<file path="config.mk">
export PLATFORM = sky130hd
export DESIGN_NAME = mem_port_arbiter_flat
export DESIGN_NICKNAME = d
export VERILOG_FILES = /design/src/rtl/mem_port_arbiter_pkg.sv /design/src/rtl/mem_port_arbiter_if.sv /design/src/rtl/mem_port_arbiter_streak_ctr.sv /design/src/rtl/mem_port_arbiter.sv /design/src/flat_wrapper.sv
export SDC_FILE = /design/constraint.sdc
export NUM_CORES = 1
export LEC_CHECK = 0
export ABC_AREA = 1
export CAP_MARGIN = 0
export CORE_MARGIN = 4
export CORE_UTILIZATION = 58
export DETAILED_ROUTE_END_ITERATION = 6
export DONT_BUFFER_PORTS = 1
export PLACE_DENSITY_LB_ADDON = 0.08
export SYNTH_ARGS = -nofsm -noshare
export SYNTH_HDL_FRONTEND = slang
export SYNTH_SLANG_ARGS = --single-unit
</file>
<file path="constraint.sdc">
create_clock -name clk -period 3.3 [get_ports clk]
set_input_delay 0.165 -clock clk [delete_from_list [all_inputs] [get_ports clk]]
set_output_delay 0.165 -clock clk [all_outputs]
set_load 0.05 [all_outputs]
</file>
<file path="src/rtl/mem_port_arbiter_pkg.sv">
// Shared types and sizing helpers for the instruction/data memory port arbiter.
package mem_arb_pkg;

  typedef enum logic [2:0] {
    IDLE,
    BUSY_F,
    BUSY_D,
    DONE_F,
    DONE_D
  } arb_state_t;

  localparam int MEM_ARB_MAX_DSTREAK_DEF = 4;

  // Counter width able to hold 0..max_dstreak inclusive.
  function automatic int mem_arb_streak_w(input int max_dstreak);
    return $clog2(max_dstreak + 1);
  endfunction

  localparam int MEM_ARB_STREAK_W = mem_arb_streak_w(MEM_ARB_MAX_DSTREAK_DEF);

endpackage

</file>
<file path="src/rtl/mem_port_arbiter_if.sv">
// Fetch, data and memory-side signals of the arbiter; master = arbiter, slave = pipeline/memory.
interface mem_port_arbiter_if #(
  parameter int AW = 32,
  parameter int DW = 32
);
  logic          fetch_req;
  logic [AW-1:0] fetch_addr;
  logic          fetch_ack;
  logic [DW-1:0] fetch_rdata;

  logic          data_req;
  logic          data_we;
  logic [AW-1:0] data_addr;
  logic [DW-1:0] data_wdata;
  logic          data_ack;
  logic [DW-1:0] data_rdata;

  logic          mem_req;
  logic          mem_we;
  logic [AW-1:0] mem_addr;
  logic [DW-1:0] mem_wdata;
  logic          mem_ready;
  logic [DW-1:0] mem_rdata;

  logic          stall_f;
  logic          stall_m;

  modport master (
    input  fetch_req, fetch_addr, data_req, data_we, data_addr, data_wdata,
           mem_ready, mem_rdata,
    output fetch_ack, fetch_rdata, data_ack, data_rdata,
           mem_req, mem_we, mem_addr, mem_wdata, stall_f, stall_m
  );

  modport slave (
    output fetch_req, fetch_addr, data_req, data_we, data_addr, data_wdata,
           mem_ready, mem_rdata,
    input  fetch_ack, fetch_rdata, data_ack, data_rdata,
           mem_req, mem_we, mem_addr, mem_wdata, stall_f, stall_m
  );
endinterface

</file>
<file path="src/rtl/mem_port_arbiter_streak_ctr.sv">
// Saturating count of consecutive data grants taken while a fetch was waiting.
module arb_streak_ctr
  import mem_arb_pkg::*;
#(
  parameter int MAX_DSTREAK = 4
) (
  input  logic clk,
  input  logic reset,
  input  logic clr,
  input  logic inc,
  output logic at_limit
);
  localparam int W = mem_arb_streak_w(MAX_DSTREAK);
  localparam logic [W-1:0] LIMIT = W'(MAX_DSTREAK);

  logic [W-1:0] cnt_q, cnt_d;

  // NOTE: every always_comb output gets a default first so no path leaves it unassigned (no latch).
  always_comb begin
    cnt_d = cnt_q;
    if (clr) begin
      cnt_d = '0;
    end else if (inc && (cnt_q != LIMIT)) begin
      cnt_d = cnt_q + 1'b1;
    end
  end

  // NOTE: state flops use non-blocking assignment and an async active-low reset in the sensitivity list.
  always_ff @(posedge clk or negedge reset) begin
    if (!reset) begin
      cnt_q <= '0;
    end else begin
      cnt_q <= cnt_d;
    end
  end

  assign at_limit = (cnt_q == LIMIT);

endmodule

</file>
<file path="src/rtl/mem_port_arbiter.sv">
// Serialises fetch and data ports onto one single-ported memory, data first with a bounded streak.
module mem_port_arbiter
  import mem_arb_pkg::*;
#(
  parameter int AW          = 32,
  parameter int DW          = 32,
  parameter int MAX_DSTREAK = MEM_ARB_MAX_DSTREAK_DEF
) (
  input logic              clk,
  input logic              reset,
  mem_port_arbiter_if.master bus
);
  arb_state_t    state_q, state_d;
  logic [AW-1:0] mem_addr_q, mem_addr_d;
  logic          mem_we_q, mem_we_d;
  logic [DW-1:0] mem_wdata_q, mem_wdata_d;
  logic [DW-1:0] fetch_rdata_q, fetch_rdata_d;
  logic [DW-1:0] data_rdata_q, data_rdata_d;
  logic          grant_f, grant_d;
  logic          streak_at_limit;

  always_comb begin
    state_d       = state_q;
    mem_addr_d    = mem_addr_q;
    mem_we_d      = mem_we_q;
    mem_wdata_d   = mem_wdata_q;
    fetch_rdata_d = fetch_rdata_q;
    data_rdata_d  = data_rdata_q;
    grant_f       = 1'b0;
    grant_d       = 1'b0;

    unique case (state_q)
      IDLE: begin
        // Data wins unless it has already starved a waiting fetch for MAX_DSTREAK grants.
        if (bus.data_req && (!bus.fetch_req || !streak_at_limit)) begin
          grant_d     = 1'b1;
          state_d     = BUSY_D;
          mem_addr_d  = bus.data_addr;
          mem_we_d    = bus.data_we;
          mem_wdata_d = bus.data_wdata;
        end else if (bus.fetch_req) begin
          grant_f    = 1'b1;
          state_d    = BUSY_F;
          mem_addr_d = bus.fetch_addr;
          mem_we_d   = 1'b0;
        end
      end
      BUSY_F: begin
        if (bus.mem_ready) begin
          state_d       = DONE_F;
          fetch_rdata_d = bus.mem_rdata;
        end
      end
      BUSY_D: begin
        if (bus.mem_ready) begin
          state_d      = DONE_D;
          data_rdata_d = bus.mem_rdata;
        end
      end
      DONE_F, DONE_D: state_d = IDLE;
      default:        state_d = IDLE;
    endcase
  end

  always_ff @(posedge clk or negedge reset) begin
    if (!reset) begin
      state_q       <= IDLE;
      mem_addr_q    <= '0;
      mem_we_q      <= 1'b0;
      mem_wdata_q   <= '0;
      fetch_rdata_q <= '0;
      data_rdata_q  <= '0;
    end else begin
      state_q       <= state_d;
      mem_addr_q    <= mem_addr_d;
      mem_we_q      <= mem_we_d;
      mem_wdata_q   <= mem_wdata_d;
      fetch_rdata_q <= fetch_rdata_d;
      data_rdata_q  <= data_rdata_d;
    end
  end

  arb_streak_ctr #(
    .MAX_DSTREAK(MAX_DSTREAK)
  ) u_streak (
    .clk     (clk),
    .reset   (reset),
    .clr     (grant_f | (grant_d & ~bus.fetch_req)),
    .inc     (grant_d & bus.fetch_req),
    .at_limit(streak_at_limit)
  );

  // mem_req comes straight from the state so an async reset drops it in the same cycle.
  assign bus.mem_req     = (state_q == BUSY_F) || (state_q == BUSY_D);
  assign bus.mem_we      = mem_we_q & bus.mem_req;
  assign bus.mem_addr    = mem_addr_q;
  assign bus.mem_wdata   = mem_wdata_q;
  assign bus.fetch_ack   = (state_q == DONE_F);
  assign bus.data_ack    = (state_q == DONE_D);
  assign bus.fetch_rdata = fetch_rdata_q;
  assign bus.data_rdata  = data_rdata_q;
  assign bus.stall_f     = bus.fetch_req & ~bus.fetch_ack;
  assign bus.stall_m     = bus.data_req & ~bus.data_ack;

endmodule

</file>
<file path="src/flat_wrapper.sv">
// flat-port wrapper written by rule: the top's interface ports become plain ports
module mem_port_arbiter_flat import mem_arb_pkg::*;
#(
  parameter int AW          = 32,
  parameter int DW          = 32,
  parameter int MAX_DSTREAK = MEM_ARB_MAX_DSTREAK_DEF
)
  (clk, reset, bus_fetch_req, bus_fetch_addr, bus_data_req, bus_data_we, bus_data_addr, bus_data_wdata, bus_mem_ready, bus_mem_rdata, bus_fetch_ack, bus_fetch_rdata, bus_data_ack, bus_data_rdata, bus_mem_req, bus_mem_we, bus_mem_addr, bus_mem_wdata, bus_stall_f, bus_stall_m);
  mem_port_arbiter_if #(.AW(AW), .DW(DW)) bus_i ();
  input logic clk;
  input logic reset;
  input wire logic [$bits(bus_i.fetch_req)-1:0] bus_fetch_req;
  input wire logic [$bits(bus_i.fetch_addr)-1:0] bus_fetch_addr;
  input wire logic [$bits(bus_i.data_req)-1:0] bus_data_req;
  input wire logic [$bits(bus_i.data_we)-1:0] bus_data_we;
  input wire logic [$bits(bus_i.data_addr)-1:0] bus_data_addr;
  input wire logic [$bits(bus_i.data_wdata)-1:0] bus_data_wdata;
  input wire logic [$bits(bus_i.mem_ready)-1:0] bus_mem_ready;
  input wire logic [$bits(bus_i.mem_rdata)-1:0] bus_mem_rdata;
  output wire logic [$bits(bus_i.fetch_ack)-1:0] bus_fetch_ack;
  output wire logic [$bits(bus_i.fetch_rdata)-1:0] bus_fetch_rdata;
  output wire logic [$bits(bus_i.data_ack)-1:0] bus_data_ack;
  output wire logic [$bits(bus_i.data_rdata)-1:0] bus_data_rdata;
  output wire logic [$bits(bus_i.mem_req)-1:0] bus_mem_req;
  output wire logic [$bits(bus_i.mem_we)-1:0] bus_mem_we;
  output wire logic [$bits(bus_i.mem_addr)-1:0] bus_mem_addr;
  output wire logic [$bits(bus_i.mem_wdata)-1:0] bus_mem_wdata;
  output wire logic [$bits(bus_i.stall_f)-1:0] bus_stall_f;
  output wire logic [$bits(bus_i.stall_m)-1:0] bus_stall_m;
  assign bus_i.fetch_req = bus_fetch_req;
  assign bus_i.fetch_addr = bus_fetch_addr;
  assign bus_i.data_req = bus_data_req;
  assign bus_i.data_we = bus_data_we;
  assign bus_i.data_addr = bus_data_addr;
  assign bus_i.data_wdata = bus_data_wdata;
  assign bus_i.mem_ready = bus_mem_ready;
  assign bus_i.mem_rdata = bus_mem_rdata;
  assign bus_fetch_ack = bus_i.fetch_ack;
  assign bus_fetch_rdata = bus_i.fetch_rdata;
  assign bus_data_ack = bus_i.data_ack;
  assign bus_data_rdata = bus_i.data_rdata;
  assign bus_mem_req = bus_i.mem_req;
  assign bus_mem_we = bus_i.mem_we;
  assign bus_mem_addr = bus_i.mem_addr;
  assign bus_mem_wdata = bus_i.mem_wdata;
  assign bus_stall_f = bus_i.stall_f;
  assign bus_stall_m = bus_i.stall_m;
  mem_port_arbiter #(.AW(AW), .DW(DW), .MAX_DSTREAK(MAX_DSTREAK)) u_core (.clk(clk), .reset(reset), .bus(bus_i));
endmodule
</file>
* Word level (Yosys, flattened, before mapping)
Index checks and enable logic that the tools add are counted.
** Cells by class
- Muxes and demuxes :: 16
- Add/subtract/negate cells :: 1
- Reduce and logical (&&, ||, !) cells :: 14
- Equality and inequality tests :: 9
- Bitwise logic cells :: 9
** Operators with widths (count)
- 2-to-1 mux 32 bit :: 2
- 2-to-1 mux 3 bit :: 6
- one-hot mux 3 bit (3 select lines) :: 1
- AND reduction 2 bit :: 4
- 2-to-1 mux 1 bit :: 7
- == test 3 x 2 -> 1 bit (second input constant) :: 2
- == test 3 bit (second input constant) :: 2
- AND 1 bit :: 5
- inequality test 2 bit (second input constant) :: 2
- nonzero test 2 bit :: 2
- adder 3 x 1 -> 3 bit (second input constant) :: 1
- == test 3 x 1 -> 1 bit (second input constant) :: 1
- logical NOT 3 bit :: 1
- inequality test 3 x 2 -> 1 bit (second input constant) :: 1
- inequality test 3 bit (second input constant) :: 1
- NOT 1 bit :: 3
- AND reduction 3 bit :: 1
- logical AND 1 bit :: 2
- logical NOT 1 bit :: 2
- logical OR 1 bit :: 2
- OR 1 bit :: 1
** Storage, ports and cells
- Input bits :: 134
- Word-level logic and storage cells :: 56
- Register bits after elaboration :: 135

* Logic depth before layout (Yosys ltp)
- Depth after elaboration :: 10
- Gate-level depth with buffers :: 10
- Depth with buffers taken out :: 9

* By module
From an unflattened synthesis, not the netlist that was laid out.
** Unflattened totals
- Cells, all modules :: 655
- Area, all modules :: 5911.9 sq um
** By module, submodules not included
- mem_port_arbiter :: seq. area each 3303.2 sq um, area each 5726.7 sq um, instances 1, cells each 630
- arb_streak_ctr :: seq. area each 75.1 sq um, area each 185.2 sq um, instances 1, cells each 25

* Least setup slack after synthesis
OpenSTA, ideal clock, no wires.
- Kind :: reg-to-output
- Start :: reg u_core.state_q[1]
- End :: out bus_stall_f
- Stages on the path, launching flop included :: 4
- Buffers on the path :: 0
- Arrival time :: 2.130 ns
- Path slack :: 1.005 ns
- Data required time :: 3.135 ns
- Cell sequence :: dfrtp_1 -> inv_2 -> nor3_1 -> nor2_1
** Between the ends
- Word-level cells in the longest chain between the ends :: 3
** RTL lines
- start, declared :: line mem_port_arbiter.sv:13 : arb_state_t state_q, state_d;
- start signal, assigned :: line mem_port_arbiter.sv:74 : state_q <= state_d;
- == test 3 x 2 -> 1 bit :: line mem_port_arbiter.sv:98 : assign bus.fetch_ack = (state_q == DONE_F);
- named net bus_fetch_ack :: line flat_wrapper.sv:20 : output wire logic [$bits(bus_i.fetch_ack)-1:0] bus_fetch_ack;
- NOT 1 bit :: line mem_port_arbiter.sv:102 : assign bus.stall_f = bus.fetch_req & ~bus.fetch_ack;
- AND 1 bit :: line mem_port_arbiter.sv:102
- end, declared :: line flat_wrapper.sv:28 : output wire logic [$bits(bus_i.stall_f)-1:0] bus_stall_f;
The timed path passes the listed nets, and every way through them passes these cells.

* Final worst setup path
- Start :: reg u_core.state_q[0]
- End :: reg u_core.mem_we_q
** Between the ends
- Word-level cells in the longest chain between the ends :: 2
** RTL lines
- logical NOT 3 bit :: line mem_port_arbiter.sv:32 : unique case (state_q)
- AND reduction 2 bit (no line)
- end signal, assigned :: line mem_port_arbiter.sv:76 : mem_we_q <= mem_we_d;
- end, declared :: line mem_port_arbiter.sv:15 : logic mem_we_q, mem_we_d;
No other way between the ends.
A chain may end at the register's enable or synchronous reset.

==> reports/qor.tcl <==
set qor(status) {complete, no violations}
set qor(cts.hold.buffers_added) 138
set qor(fp.dieArea_um2) 11300
set qor(dp_hpwl_mm) 9.75
set qor(starting_density_of_the_core_pct) 60.3
set qor(vdd_ir_drop_max_mv) 0.740
set qor(tritoncts.num_buffers) 17
set qor(via_count) 5108
set qor(grt_pass1_vias) 5423
set qor(io_buffers) 0
set qor(syn-mean-instance-area_um2) 8.38
set qor(wire_length_of_the_first_global_routing_pass_mm) 27.7
set qor(critical_path.n_buffers_inverters) 3
set qor(worstPathCellList) {inv_2 -> nand3_4 -> nor2_2 -> nand2_1 -> dlygate4sd3_1 -> o21ai_0 -> dlygate4sd3_1}
set qor(synth-async-reset-ratio_pct) 100
set qor(ratio_of_routed_vias_to_standard_cells) 5.42
set qor(detailedRoute.firstIterationViolations) 386
set qor(num-fill-cells) 537
set qor(tns_ps) 0
set qor(hold_class) {input pin to flop}
set qor(drv_cap) 0
set qor(post_synth_xor_area_fraction_pct) 0.156
set qor(pin_count_of_the_biggest_net_entering_global_routing) 136
set qor(synthCells) 671
set qor(drtAntennaViolNets) 0
set qor(synth_cell_type_count) 21
set qor(delay_of_the_slowest_critical_path_stage_ps) 560
set qor(max_slew_margin_pct) 26.0
set qor(clkTransAtPathRegs_ps) 60
set qor(synth_simple_gate_area_share_pct) 23.9
set qor(drc_errors) 0
set qor(drt-pass1-iter-count) 6
set qor(floorplan.rows) 35
set qor(critical-path-slowest-cell) {sky130_fd_sc_hd__dlygate4sd3_1}
set qor(cts_post_setup_buffers_inserted) 0
set qor(cp_common_cell) {sky130_fd_sc_hd__dlygate4sd3_1}
set qor(yosys-top-cells-count) {331 x sky130_fd_sc_hd__nand2_1, 135 x sky130_fd_sc_hd__dfrtp_1, 100 x sky130_fd_sc_hd__o21ai_0}
set qor(timing.critical_path.to_type) {flop}
set qor(sequential_cell_area_fraction_in_the_yosys_report_pct) 60.1
set qor(pwr_density_cell_nw_per_um2) 1190
set qor(final_util_pct) 82.1
set qor(slew_violations) 0
set qor(hold_ws_ps) 24.3
set qor(number_of_synthesized_flops_with_an_enable_pin) 0
set qor(core_region_area_um2) 9330
set qor(synthMuxAreaShare_pct) 0
set qor(synth-compound-area-share_pct) 9.37
set qor(h-tree-depth) 4
set qor(final_setup_violating_endpoints) 0
set qor(clkLatencyLatePin_ps) 520
set qor(worstPathRequired_ps) 3750
set qor(p_total_w) 0.00908
set qor(final-hold-violation-count) 0
set qor(worst_slew_pin_slew_ps) 1110
set qor(post_drt_wl_per_cell_um) 18.1
set qor(fmaxAchievable_ghz) 0.389
set qor(timing.critical_path.depth) 7
set qor(power_leakage_nw) 3.97
set qor(startpoint_type) {flop}
set qor(width_of_the_die_um) 106
set qor(cts_tree) {built}
set qor(synthAdderAreaFrac_pct) 0.445
set qor(timing.clock.skew_ps) 10.5
set qor(grt_antenna_before_repair) 0
set qor(fin_nets) 936
set qor(data_arrival_time_of_the_critical_path_ps) 3020
set qor(synth_top_family_by_area) {simple AND/OR/NAND/NOR gates}
set qor(synth.yosys.warnings) 0
set qor(root_buffer) {sky130_fd_sc_hd__clkbuf_8}
set qor(global_route.overflow_total) 0
set qor(area.growth.synth_to_final_pct) 36.2
set qor(synth_ff_type) {sky130_fd_sc_hd__dfrtp_1}
set qor(cp_max_fo) 36
set qor(post-route-min-period_ps) 2570
set qor(floorplan.die.height_um) 106
set qor(min_delay_path_depth) 4
set qor(num_io_pins) 268
set qor(layout_cell_share_with_drive_strength_beyond_1_pct) 6.27
set qor(r2r.worst_path.cells) 7
set qor(syn_std_cell_area_um2) 5620
set qor(post_cts_resized) 0
set qor(rsz0062_at_grt) {no}
set qor(synth_nets) 807
set qor(clock-sinks) 135
set qor(yosysTopAreaCellShare_pct) 60.1
set qor(synth-seq-cells) 135
set qor(routed_wl_mm) 17.1
set qor(worst-setup-path-type) {flop to flop}
set qor(most_area_hungry_cell_type_in_the_yosys_netlist) {sky130_fd_sc_hd__dfrtp_1}
set qor(grt_resource_usage_total_pct) 31.2
set qor(cts-root-to-sink-buffers) 2
set qor(diodes) 0
set qor(worst_path_dominant_cell_family) {buffers and inverters}
set qor(yosys-top-cells-area) {sky130_fd_sc_hd__dfrtp_1 60%, sky130_fd_sc_hd__nand2_1 22%, sky130_fd_sc_hd__o21ai_0 8.9%, sky130_fd_sc_hd__inv_1 2.8%, sky130_fd_sc_hd__buf_2 1.9%}
set qor(gp_congestion) 0.862
set qor(yosysMostFrequentCell) {sky130_fd_sc_hd__nand2_1}
set qor(final_critical_path_share_of_the_clock_period_pct) 77.9
[logic make-up after synthesis]
family	count (synthesis)
AND/OR/NAND/NOR	349
flip-flops	135
AO/OA/AOI/OAI	103
buffers and inverters	81
adder cells (fa/ha/maj)	2
XOR/XNOR	1
[layer usage]
metal  track usage (%)  wire (µm)  vias to the layer above
met3              11.1       1750                       61
met5                 0          0                        -
met2              52.5       8610                      303
met4              15.1        685                        0
met1              35.3       6050                     2408
li1                  -          -                     2336
[where the power goes]
group | internal, W | switching [W]
clock | 0.000973 | 0.000803
sequential | 0.00237 | 0.00321
combinational | 0.000607 | 0.00113
total | 0.00395 | 0.00514
[final timing paths]
check                                                       end  slack [ps]                                 start
setup reg to reg                    u_core.mem_we_q$_DFFE_PN0P_         730         u_core.state_q[0]$_DFFE_PN0P_
max in group asynchronous  u_core.u_streak.cnt_q[2]$_DFFE_PN0P_        2530                                 reset
hold reg to reg            u_core.u_streak.cnt_q[2]$_DFFE_PN0P_         540  u_core.u_streak.cnt_q[2]$_DFFE_PN0P_
hold / removal                    u_core.state_q[0]$_DFFE_PN0P_          20                         bus_fetch_req
setup / recovery                    u_core.mem_we_q$_DFFE_PN0P_         730         u_core.state_q[0]$_DFFE_PN0P_
min in group asynchronous  u_core.bus.data_rdata[3]$_DFFE_PN0P_         240                                 reset
[final cells by class]
type / instances / area, µm² / area share [%]
Sequential cell: 135 / 3380 / 44.1
Multi-Input combinational cell: 455 / 1920 / 25.1
Timing Repair Buffer: 145 / 1450 / 19.0
Clock buffer: 17 / 414 / 5.41
Inverter: 46 / 173 / 2.26
Tap cell: 129 / 161 / 2.11
Clock inverter: 15 / 160 / 2.09
[state kept, by name (all words and copies together), names as in the netlist]
| register | flops |
|---|---|
| u_core.bus.data_rdata | 32 |
| u_core.bus.fetch_rdata | 32 |
| u_core.bus.mem_addr | 32 |
| u_core.bus.mem_wdata | 32 |
| u_core.mem_we_q | 1 |
| u_core.state_q | 3 |
| u_core.u_streak.cnt_q | 3 |
[stage by stage]
stage / area, µm² / setup WS, ps / std cells
after floorplan: 5620 / 1000 / 671
after global placement: 5680 / 1300 / 772
after detailed placement: 5680 / 1200 / 772
after CTS: 7660 / 738 / 942
after global routing: 7660 / 538 / 942
final: 7660 / 728 / 942
[placed cells by master (no fill, tap or decap), types with 3 or more instances in the layout]
cell type / synthesis / layout
sky130_fd_sc_hd__nand2_1: 331 / 330
sky130_fd_sc_hd__dlygate4sd3_1: 0 / 137
sky130_fd_sc_hd__dfrtp_1: 135 / 135
sky130_fd_sc_hd__o21ai_0: 100 / 100
sky130_fd_sc_hd__inv_1: 42 / 42
sky130_fd_sc_hd__clkbuf_16: 0 / 16
sky130_fd_sc_hd__nand3_1: 7 / 7
sky130_fd_sc_hd__buf_4: 1 / 7
sky130_fd_sc_hd__inv_2: 4 / 4
sky130_fd_sc_hd__nor2_1: 4 / 4
sky130_fd_sc_hd__inv_6: 0 / 4
sky130_fd_sc_hd__inv_8: 0 / 4
sky130_fd_sc_hd__clkinv_8: 0 / 3
sky130_fd_sc_hd__clkinv_4: 0 / 3
[worst register-to-register path, cell delays in order, from the launching register on]
cell                            delay (ps)
sky130_fd_sc_hd__dfrtp_1               420
sky130_fd_sc_hd__inv_2                 130
sky130_fd_sc_hd__nand3_4               320
sky130_fd_sc_hd__nor2_2                380
sky130_fd_sc_hd__nand2_1                90
sky130_fd_sc_hd__dlygate4sd3_1         560
sky130_fd_sc_hd__o21ai_0                70
sky130_fd_sc_hd__dlygate4sd3_1         560
No activity file was read; power rests on OpenSTA's default activity.
